$ cat src/rtl/controlador_de_senha_pkg.sv
// Shared key codes, FSM state type and key classification helper for the
// keypad password controller.
package pacote_teclado;

    localparam logic [3:0] TECLA_CONFIRMA = 4'hA;
    localparam logic [3:0] TECLA_APAGA    = 4'hB;
    localparam logic [3:0] TECLA_LIMPA    = 4'hC;
    localparam logic [3:0] TECLA_PROGRAMA = 4'hD;
    localparam logic [3:0] TECLA_NENHUMA  = 4'hF;

    typedef enum logic [2:0] {
        ENTRADA,
        VERIFICAR,
        LIBERADO,
        PROGRAMAR,
        BLOQUEADO
    } estado_senha_t;

    function automatic logic eh_digito(input logic [3:0] tecla);
        return (tecla <= 4'd9);
    endfunction

endpackage

$ cat src/rtl/controlador_de_senha_temporizador.sv
// Loadable down-counter shared by the entry timeout and the lockout timer.
// zero is registered and reflects the count held after each clock edge.
module temporizador #(
    parameter int unsigned LARGURA = 8
) (
    input  logic               clk,
    input  logic               rst,
    input  logic               load,
    input  logic [LARGURA-1:0] valor,
    input  logic               enable,
    output logic               zero
);

    logic [LARGURA-1:0] contagem;
    logic [LARGURA-1:0] contagem_prox;

    // Load wins over counting; the counter parks at zero.
    always_comb begin
        contagem_prox = contagem;
        if (load) begin
            contagem_prox = valor;
        end else if (enable && (contagem != '0)) begin
            contagem_prox = contagem - LARGURA'(1);
        end
    end

    always_ff @(posedge clk or posedge rst) begin
        if (rst) begin
            contagem <= '0;
            zero     <= 1'b1;
        end else begin
            contagem <= contagem_prox;
            zero     <= (contagem_prox == '0);
        end
    end

endmodule

$ cat src/rtl/controlador_de_senha.sv
// Password sequencer behind the keypad decoder: builds a BCD code from key
// events, checks it against the stored password, handles lockout and reprogramming.
module controlador_de_senha
    import pacote_teclado::*;
#(
    parameter int unsigned               NUM_DIGITOS     = 4,
    parameter logic [4*NUM_DIGITOS-1:0]  SENHA_PADRAO    = 16'h1234,
    parameter int unsigned               MAX_TENTATIVAS  = 3,
    parameter int unsigned               TEMPO_BLOQUEIO  = 1000,
    parameter int unsigned               TIMEOUT_ENTRADA = 5000
) (
    input  logic                               clk,
    input  logic                               rst,
    input  logic [3:0]                         tecla_value,
    input  logic                               tecla_valid,
    output logic                               liberado,
    output logic                               bloqueado,
    output logic                               erro,
    output logic [$clog2(NUM_DIGITOS+1)-1:0]   qtd_digitos,
    output logic [4*NUM_DIGITOS-1:0]           buffer_display
);

    localparam int unsigned LARGURA_BUF  = 4 * NUM_DIGITOS;
    localparam int unsigned LARGURA_QTD  = $clog2(NUM_DIGITOS + 1);
    localparam int unsigned LARGURA_TENT = $clog2(MAX_TENTATIVAS + 1);
    localparam int unsigned TEMPO_MAX    = (TEMPO_BLOQUEIO > TIMEOUT_ENTRADA) ?
                                           TEMPO_BLOQUEIO : TIMEOUT_ENTRADA;
    localparam int unsigned LARGURA_TEMP = $clog2(TEMPO_MAX + 1);

    // Loaded with N-1 so the state lasts exactly N cycles before leaving on zero.
    localparam logic [LARGURA_TEMP-1:0] CARGA_BLOQUEIO = LARGURA_TEMP'(TEMPO_BLOQUEIO - 1);
    localparam logic [LARGURA_TEMP-1:0] CARGA_TIMEOUT  = LARGURA_TEMP'(TIMEOUT_ENTRADA - 1);
    localparam logic [LARGURA_QTD-1:0]  QTD_CHEIA      = LARGURA_QTD'(NUM_DIGITOS);
    localparam logic [LARGURA_TENT-1:0] TENT_MAX       = LARGURA_TENT'(MAX_TENTATIVAS);

    estado_senha_t           estado, estado_prox;
    logic [LARGURA_BUF-1:0]  buffer, buffer_prox, buffer_editado;
    logic [LARGURA_BUF-1:0]  senha, senha_prox;
    logic [LARGURA_QTD-1:0]  qtd, qtd_prox, qtd_editada;
    logic [LARGURA_TENT-1:0] tentativas, tentativas_prox, tentativas_inc;
    logic                    valid_q;
    logic                    evento_c;
    logic                    erro_c;
    logic                    carga_c;
    logic                    habilita_c;
    logic [LARGURA_TEMP-1:0] valor_c;
    logic                    tempo_zerado;

    assign evento_c       = tecla_valid & ~valid_q;
    assign qtd_digitos    = qtd;
    assign buffer_display = buffer;
    assign tentativas_inc = (tentativas < TENT_MAX) ? (tentativas + LARGURA_TENT'(1)) : tentativas;

    temporizador #(
        .LARGURA (LARGURA_TEMP)
    ) u_temporizador (
        .clk    (clk),
        .rst    (rst),
        .load   (carga_c),
        .valor  (valor_c),
        .enable (habilita_c),
        .zero   (tempo_zerado)
    );

    // Digit / backspace / clear editing common to code entry and programming.
    always_comb begin
        buffer_editado = buffer;
        qtd_editada    = qtd;
        if (eh_digito(tecla_value)) begin
            if (qtd < QTD_CHEIA) begin
                buffer_editado = (buffer << 4) | LARGURA_BUF'(tecla_value);
                qtd_editada    = qtd + LARGURA_QTD'(1);
            end
        end else if (tecla_value == TECLA_APAGA) begin
            if (qtd != '0) begin
                buffer_editado = buffer >> 4;
                qtd_editada    = qtd - LARGURA_QTD'(1);
            end
        end else if (tecla_value == TECLA_LIMPA) begin
            buffer_editado = '0;
            qtd_editada    = '0;
        end
    end

    always_comb begin
        estado_prox     = estado;
        buffer_prox     = buffer;
        qtd_prox        = qtd;
        tentativas_prox = tentativas;
        senha_prox      = senha;
        erro_c          = 1'b0;
        carga_c         = 1'b0;
        valor_c         = CARGA_TIMEOUT;
        habilita_c      = 1'b0;

        case (estado)
            ENTRADA: begin
                habilita_c = (qtd != '0);
                if (evento_c) begin
                    carga_c = 1'b1;
                    if (tecla_value == TECLA_CONFIRMA) begin
                        if (qtd == QTD_CHEIA) begin
                            estado_prox = VERIFICAR;
                        end else begin
                            erro_c      = 1'b1;
                            buffer_prox = '0;
                            qtd_prox    = '0;
                        end
                    end else begin
                        buffer_prox = buffer_editado;
                        qtd_prox    = qtd_editada;
                    end
                end else if (tempo_zerado && (qtd != '0)) begin
                    buffer_prox = '0;
                    qtd_prox    = '0;
                end
            end

            VERIFICAR: begin
                buffer_prox = '0;
                qtd_prox    = '0;
                if (buffer == senha) begin
                    estado_prox     = LIBERADO;
                    tentativas_prox = '0;
                end else begin
                    erro_c          = 1'b1;
                    tentativas_prox = tentativas_inc;
                    if (tentativas_inc == TENT_MAX) begin
                        estado_prox = BLOQUEADO;
                        carga_c     = 1'b1;
                        valor_c     = CARGA_BLOQUEIO;
                    end else begin
                        estado_prox = ENTRADA;
                    end
                end
            end

            LIBERADO: begin
                if (evento_c) begin
                    if (tecla_value == TECLA_LIMPA) begin
                        estado_prox = ENTRADA;
                    end else if (tecla_value == TECLA_PROGRAMA) begin
                        estado_prox = PROGRAMAR;
                        buffer_prox = '0;
                        qtd_prox    = '0;
                    end
                end
            end

            PROGRAMAR: begin
                if (evento_c) begin
                    if (tecla_value == TECLA_CONFIRMA) begin
                        buffer_prox = '0;
                        qtd_prox    = '0;
                        if (qtd == QTD_CHEIA) begin
                            senha_prox  = buffer;
                            estado_prox = LIBERADO;
                        end else begin
                            erro_c = 1'b1;
                        end
                    end else if (tecla_value == TECLA_LIMPA) begin
                        estado_prox = LIBERADO;
                        buffer_prox = '0;
                        qtd_prox    = '0;
                    end else begin
                        buffer_prox = buffer_editado;
                        qtd_prox    = qtd_editada;
                    end
                end
            end

            BLOQUEADO: begin
                habilita_c = 1'b1;
                if (tempo_zerado) begin
                    estado_prox     = ENTRADA;
                    tentativas_prox = '0;
                end
            end

            default: begin
                estado_prox = ENTRADA;
            end
        endcase
    end

    // Status outputs are registered from the next state so they align with it.
    always_ff @(posedge clk or posedge rst) begin
        if (rst) begin
            estado     <= ENTRADA;
            buffer     <= '0;
            qtd        <= '0;
            tentativas <= '0;
            senha      <= SENHA_PADRAO;
            valid_q    <= 1'b0;
            liberado   <= 1'b0;
            bloqueado  <= 1'b0;
            erro       <= 1'b0;
        end else begin
            estado     <= estado_prox;
            buffer     <= buffer_prox;
            qtd        <= qtd_prox;
            tentativas <= tentativas_prox;
            senha      <= senha_prox;
            valid_q    <= tecla_valid;
            liberado   <= (estado_prox == LIBERADO) || (estado_prox == PROGRAMAR);
            bloqueado  <= (estado_prox == BLOQUEADO);
            erro       <= erro_c;
        end
    end

endmodule
$ cat config.mk
export PLATFORM = sky130hd
export DESIGN_NAME = controlador_de_senha
export DESIGN_NICKNAME = d
export VERILOG_FILES = /design/src/rtl/controlador_de_senha_pkg.sv /design/src/rtl/controlador_de_senha_temporizador.sv /design/src/rtl/controlador_de_senha.sv
export SDC_FILE = /design/constraint.sdc
export NUM_CORES = 1
export LEC_CHECK = 0
export BUFFER_PORTS_ARGS = -buffer_cell sky130_fd_sc_hd__buf_2
export CORE_ASPECT_RATIO = 1.1
export CORE_MARGIN = 2
export CORE_UTILIZATION = 60
export CTS_BUF_LIST = sky130_fd_sc_hd__clkbuf_8
export DETAILED_ROUTE_END_ITERATION = 12
export PLACE_DENSITY_LB_ADDON = 0.2
export SETUP_SLACK_MARGIN = 0.15
export SKIP_LAST_GASP = 1
export SLEW_MARGIN = 15
export SYNTH_ARGS = -nofsm -noshare
export SYNTH_HDL_FRONTEND = slang
export SYNTH_HIERARCHICAL = 1
export SYNTH_SLANG_ARGS = --single-unit
$ cat constraint.sdc
create_clock -name clk -period 5.44 [get_ports clk]
set_input_delay 1.088 -clock clk [delete_from_list [all_inputs] [get_ports clk]]
set_output_delay 1.088 -clock clk [all_outputs]
set_load 0.03 [all_outputs]
==> out/summary.txt, run 1 <==
WL final - 7.277 mm
Sequential Power Share - 40.8%
min cycle time layout - 3434 ps
Synth Register Bits - 58
Critical Path AT - 3680 ps
slowest stage delay, CP - 480 ps
area leader, netlist - dfrtp_1
share of cells above drive strength 1 - 24.38%
CTS tree - done
Post-synth EDFFs - 0
worst-path cell chain - xor2_1 > nor4_1 > nand4_1 > a31oi_1 > nor3_2 > buf_4 > and2_1 > a31oi_1 > o41ai_1 > a211o_1 > or4_1 > nor4_2
Most Used Layer, Global Route - met2
setup TNS - 0 ps
Core ar. - 5360 um2
height of the chip - 82.16 um
worst-margin pin slew - 812.7 ps
P_leak - 1.705 nW
Final setup violation count - 0
clock power share - 22.2%
Synth area leaders - dfrtp_1 (39%), mux2_2 (5.4%), dfstp_2 (4.7%), xor2_1 (4.5%), o2bb2ai_1 (2.6%)
Psw - 0.6882 mW
worst skew pair latency - 340 ps
Slew headroom - 45.64%
drt wl/cell - 16.54 um
Internal - 0.9230 mW
yosys warns - 6
final setup skew - 8.443 ps
synthesized area - 3332 um2
Mapped Cells - 325
largest net degree at the start of global routing - 45
H-Tree Depth - 3
Overall Global Routing Usage - 26.28%
Die Wd - 75.05 um
Vias - 2,681
Port Buffer Count - 28
DRC viols - 0
Cells after DPL - 424
Global Route met1 Usage - 33.91%
Synth top area share - 39.05%
Clock Sinks - 58
I/O pin cnt - 29
Buf/Inv on CP - 1
Clock Tree Root - clkbuf_8
max_cap viols - 0
dpl hpwl - 5.001 mm
die area - 6166 um2
most used cell, CP - a31oi_1
R2R setup slack - 2010 ps
CP startpoint kind - flip-flop
met2 Track Usage GR - 44.39%
CTS Hold Buffers Added - 0
crit-path max FO - 26
unrepaired setup endpoints after global routing - false
PwrDens - 431.7 nW/um2
post-CTS setup buffers - 0
clock buffer depth - 2
Worst Setup End Kind - flip-flop
VDD IR-drop max - 0.0002632 V
syn_area_per_cell - 10.25 um2
GR Overflow Total - 0
post-cts resize count - 0
initial antenna violation count - 0
global-route wire length before repair - 12.34 mm
Antenna Diode Count - 0
Hold WC Path Type - reg -> reg
area delta synth->final - 12.02%
Post-layout nets - 371
distinct cell type count after synthesis - 72
Starting Density - 62.16%
fmax - 0.2912 GHz
final cell count without fillers - 440
top_reg_cell synth - dfrtp_1
logic gate share of total power - 37.0%
CP Class - reg -> reg
Worst-path clk slew - 70 ps
Routability Congestion - 0.9030
post-synthesis sequential area ratio - 43.79%
routed vias/inst - 6.093
final hold vios - 0
sw frac - 42.71%
Num CTS Buffers - 9
fin util - 69.63%
initial drt markers - 200
TritonRoute pass-1 iters - 4
top cell family by delay on the critical path - simple AND/OR/NAND/NOR gates
met3 track demand over resource - 4.490%
Site Rows - 28
status - finished clean
Post-DRT Antenna Nets - 0
Async S/R FF share, synth - 100.0%
slowest CP cell - nor4_1
WP data required - 5680 ps
vias in the first global route - 2,541
Final Max Tran Viols - 0
final critical-path share of the clock period - 63.13%
final timing paths:
kind                                         endpoint  depth (start not counted)          startpoint
max reg2reg                       u_temporizador/zero                         12  buffer_display[14]
min in group asynchronous  u_temporizador/contagem[9]                          2                 rst
min                                          senha[6]                          1            senha[6]
min reg2reg                                  senha[6]                          1            senha[6]
max in group asynchronous                    senha[2]                          3                 rst
max                               u_temporizador/zero                         12  buffer_display[14]
sequential cells by signal, summed over array words and instances (netlist names), 2 cells and up:
signal,flops
tentativas,2
u_temporizador/contagem,13
qtd_digitos,3
estado,3
senha,16
buffer_display,16
per-layer routing:
layer	vias to the layer above	wire length (um)
li1	1282	-
met1	1305	3163
met2	81	3693
met3	13	279
met4	0	141
met5	-	0
Yosys cell counts, types with 6 or more instances:
cell type   n
a21oi_1    15
nor2_1     15
nand2b_1    6
o21ai_0    11
nand2_1    22
a31oi_1     8
inv_1      16
dfrtp_1    52
a22oi_1    11
clkbuf_1    8
nor3_1      8
xor2_1     17
dfstp_2     6
nor4_1      7
mux2_2     16
o2bb2ai_1  10
worst reg2reg max path, delay by kind of cell (launching register included):
family | cells | cell delay [ps]
compound gates | 4 | 770
xor+xnor | 1 | 170
buf+inv | 1 | 220
flops | 1 | 440
simple gates | 6 | 1740
through the flow:
stage	area (um2)	hold WS (ps)	power, mW	setup slack (ps)
6_report	3732	528.4	1.611	2006
5_1_grt	3732	552.5	1.724	1658
4_1_cts	3732	533.0	1.612	2001
3_5_place_dp	3552	517.8	1.250	1776
3_3_place_gp	3552	509.2	1.235	1825
2_1_floorplan	3366	500.7	1.092	2126
logic make-up (layout without fill, tap and decap cells):
family	Yosys count	in the layout	share of synthesized area [%]
buffers and inverters	33	64	4.168
DFF	58	58	43.79
adders and majority gates	4	4	1.502
muxes	19	19	6.309
other	2	11	0.2254
AOI/OAI and AO/OA	93	93	20.84
xor gates and xnor gates	19	19	4.994
and+or+nand+nor	97	97	18.18
power by group through the flow:
stage	Combinational, mW	Clock [mW]	Sequential (mW)
global route	0.670	0.382	0.673
finish	0.596	0.358	0.657
global placement	0.577	0	0.658
CTS	0.593	0.364	0.654
floorplan	0.414	0	0.679
detailed placement	0.588	0	0.662
cell type report:
class / instances / area, um2
sequential: 58 / 1459
multi-input combinational: 243 / 1773
timing repair buffer: 31 / 162.7
inverter: 17 / 63.81
fill: 431 / 1628
clock inverter: 6 / 42.54
clock buffer: 10 / 137.6
tap: 75 / 93.84
layout by cell type, fill, tap and decap left out, types with 3 or more instances in the layout:
cell type | netlist | routed
mux2_2 | 16 | 16
nand2b_1 | 6 | 6
a31oi_1 | 8 | 8
conb_1 | 2 | 11
nand3_1 | 5 | 5
nor4_1 | 7 | 7
o31ai_1 | 3 | 3
nor2_1 | 15 | 15
a22oi_1 | 11 | 11
mux2i_1 | 3 | 3
o2bb2ai_1 | 10 | 10
or4_4 | 3 | 3
inv_1 | 16 | 15
a21oi_1 | 15 | 15
nor3_1 | 8 | 7
a32o_1 | 4 | 4
o32ai_1 | 3 | 3
xor2_1 | 17 | 17
o22ai_1 | 4 | 4
nand4_1 | 4 | 4
buf_4 | 2 | 3
nand2_1 | 22 | 22
ha_1 | 4 | 4
buf_2 | 5 | 28
nor2b_1 | 3 | 3
dfrtp_1 | 52 | 52
o21ai_0 | 11 | 11
clkbuf_8 | 0 | 10
dfstp_2 | 6 | 6
No activity file was read; power rests on OpenSTA's default activity.
==> run 2, diff against run 1 <==
--- a/config.mk
+++ b/config.mk
@@ -5,10 +5,11 @@
 export SDC_FILE = /design/constraint.sdc
 export NUM_CORES = 1
 export LEC_CHECK = 0
+export ABC_AREA = 1
 export BUFFER_PORTS_ARGS = -buffer_cell sky130_fd_sc_hd__buf_2
 export CORE_ASPECT_RATIO = 1.1
 export CORE_MARGIN = 2
-export CORE_UTILIZATION = 60
+export CORE_UTILIZATION = 57
 export CTS_BUF_LIST = sky130_fd_sc_hd__clkbuf_8
 export DETAILED_ROUTE_END_ITERATION = 12
 export PLACE_DENSITY_LB_ADDON = 0.2
==> constraint.sdc (replaced) <==
create_clock -name clk -period 2.8 [get_ports clk]
set_input_delay 0.56 -clock clk [delete_from_list [all_inputs] [get_ports clk]]
set_output_delay 0.56 -clock clk [all_outputs]
set_load 0.03 [all_outputs]
==> out/summary.txt, run 2 <==
slowest stage delay, CP - 460 ps (-20 ps)
Synth top area share - 33.07% (-6.0 points)
Clock Tree Root - clkbuf_8
Cells after DPL - 699 (+65%)
die area - 7585 um2 (+23%)
distinct cell type count after synthesis - 37 (-49%)
multiplexer area fraction after synthesis - 0% (-6.3 points)
Vias - 3,945 (+47%)
final critical-path share of the clock period - 87.43% (+24 points)
Routability Congestion - 0.8474 (-6.2%)
synthesized area - 3935 um2 (+18%)
initial antenna violation count - 0 (unchanged)
WP data required - 3080 ps (-2600 ps)
VDD IR-drop max - 0.0005515 V (+110%)
Register Area - 1459 um2 (unchanged)
Post-synth EDFFs - 0 (unchanged)
Async S/R FF share, synth - 100.0% (unchanged)
final hold vios - 0 (unchanged)
post-synthesis sequential area ratio - 37.07% (-6.7 points)
most used cell, CP - nand2_1
final setup skew - 8.959 ps (+0.5161 ps)
fmax - 0.4085 GHz (+40%)
top_reg_cell synth - dfrtp_1
Site Rows - 31 (+11%)
fin util - 66.87% (-2.8 points)
most frequent cells in the layout - nand2_1 (220), inv_1 (66), dfrtp_1 (52), o21ai_0 (51), nand3_1 (37)
Die Wd - 83.22 um (+11%)
max_cap viols - 0 (unchanged)
slowest CP cell - dfrtp_1
min cycle time layout - 2448 ps (-986.4 ps)
PwrDens - 1014 nW/um2 (+130%)
dpl hpwl - 6.566 mm (+31%)
hold_ws - 282.1 ps (-246.3 ps)
reg-to-reg critical path startpoint - buffer_display[5]
yosys warns - 6 (unchanged)
Mapped Cells - 592 (+82%)
H-Tree Depth - 3 (unchanged)
GR Overflow Total - 0 (unchanged)
DRC viols - 0 (unchanged)
Hold WC Path Type - in -> async
filler instances - 586 (+36%)
unrepaired setup endpoints after global routing - false
WL final - 9.922 mm (+36%)
global-route wire length before repair - 16.76 mm (+36%)
clock buffer depth - 2 (unchanged)
worst-path cell chain - inv_1 > nand2_1 > nand2_1 > nor2_1 > nand2_1 > nor2_1 > nand2_1 > nand3_2 > nand2_4 > clkinvlp_4 > or2_2 > nand2_1 > nand2_1 > nor2_1 > nand2_1 > nor2_1
area delta synth->final - 12.72%
vias in the first global route - 3,583 (+41%)
Antenna Diode Count - 0 (unchanged)
height of the chip - 91.14 um (+11%)
Critical Path AT - 2730 ps (-950 ps)
TritonRoute pass-1 iters - 6 (+2)
Port Buffer Count - 28 (unchanged)
CP Class - reg -> reg
worst skew pair latency - 350 ps (about the same)
Clock Sinks - 58 (unchanged)
P_leak - 2.305 nW (+35%)
routed vias/inst - 5.502 (-9.7%)
Final setup violation count - 0 (unchanged)
setup TNS - 0 ps (unchanged)
CP startpoint kind - flip-flop
Slew headroom - 37.28% (-8.4 points)
initial drt markers - 340 (+70%)
commonest non-fill, non-tap cell in the layout - nand2_1
Worst-path clk slew - 70 ps (about the same)
area leader, netlist - dfrtp_1
multi-input logic area - 2140 um2 (+21%)
Core ar. - 6633 um2 (+24%)
Starting Density - 59.33% (-2.8 points)
drt wl/cell - 13.84 um (-16%)
share of cells above drive strength 1 - 14.80% (-9.6 points)
Worst Setup End Kind - flip-flop
Synth Area in Adders - 1.272% (-0.23 points)
synth cell count leaders - nand2_1 (221), inv_1 (68), dfrtp_1 (52)
worst-margin pin slew - 939.4 ps (+126.6 ps)
Synth Register Bits - 58 (unchanged)
status - finished clean
XOR/XNOR share of the synthesized area - 2.226% (-2.8 points)
Post-DRT Antenna Nets - 0 (unchanged)
final cell count without fillers - 717 (+63%)
CTS tree - done
largest family of logic cells by synthesized area - simple AND/OR/NAND/NOR gates
Overall Global Routing Usage - 27.48% (+1.2 points)
Synth Area in Simple Gates - 36.06% (+18 points)
power consumption - 4.499 mW (+180%)
crit-path max FO - 10 (-62%)
I/O pin cnt - 29 (unchanged)
complex-gate fraction of the synthesized area - 13.55% (-7.3 points)
Num CTS Buffers - 9 (unchanged)
Post-layout nets - 641 (+73%)
count leader, synth - nand2_1
Final Max Tran Viols - 0 (unchanged)
Synth area leaders - dfrtp_1 (33%), nand2_1 (21%), o21ai_0 (6.5%), inv_1 (6.5%), nand3_1 (4.8%)
syn_area_per_cell - 6.647 um2 (-35%)
Critical Path Start - buffer_display[5]
largest net degree at the start of global routing - 45 (unchanged)
run 2: cell types whose count changed after synthesis, moves of 9 or more:
cell,change
nand3_1,+33
inv_1,+52
o2bb2ai_1,-10
o21ai_0,+40
o22ai_1,+13
nor2_1,+14
nand2_1,+199
a22oi_1,-11
xor2_1,-9
mux2_2,-16
run 2: timing repair:
action	4_1_cts	5_1_grt
buffers inserted	0	1
hold buffers	0	0
setup endpoints to repair	0	3
gates resized for setup	0	4
endpoints found under the hold margin	0	0
run 2: critical path, delay by kind of cell (launching register included):
kind	cells	cell delay [ps]
flops	1	460
buf+inv	2	340
simple gates	14	1580
run 2: layout make-up:
class | count | share of cell area, %
inverters | 74 | 6.403
repair buffers | 37 | 4.683
flip-flops and latches | 58 | 32.89
multi-input cells | 449 | 48.24
clock buffers | 12 | 3.724
repair inverters | 1 | 0.1128
well taps | 82 | 2.313
clock inverters | 4 | 1.636
run 2: routing by layer:
metal	GRT usage (%)	share of wire (%)	vias to the layer above
li1	-	-	1954
met1	39.23	44	1785
met2	39.65	45	184
met3	5.727	7.9	22
met4	13.39	2.5	0
met5	0	0	-
run 2: path summary, 6_finish.rpt:
path / cells past startpoint / endpoint / slack, ps
max in group asynchronous: 2 / qtd_digitos[0] / 1780
max: 16 / u_temporizador/zero / 350
min: 2 / u_temporizador/contagem[11] / 280
min in group clk: 1 / valid_q / 330
min reg2reg: 2 / senha[5] / 500
max reg2reg: 16 / u_temporizador/zero / 350
run 2: cells by family after synthesis:
| group | Yosys count |
|---|---|
| adder cells (fa/ha/maj) | 4 |
| AO/OA/AOI/OAI | 100 |
| other | 2 |
| AND/OR/NAND/NOR | 325 |
| flip-flops | 58 |
| buffers and inverters | 93 |
| XOR/XNOR | 10 |
run 2: stage by stage:
step           setup slack (ps)  cell area (um2)
2_1_floorplan             495.4             3965
3_3_place_gp              262.1             4169
3_5_place_dp              214.6             4169
4_1_cts                   170.9             4407
5_1_grt                   91.35             4436
6_report                  351.9             4436
run 2: power breakdown:
| group | internal, mW | switching, mW | total, mW |
|---|---|---|---|
| registers | 1.04 | 0.251 | 1.29 |
| logic | 0.762 | 1.52 | 2.28 |
| clock network | 0.572 | 0.353 | 0.925 |
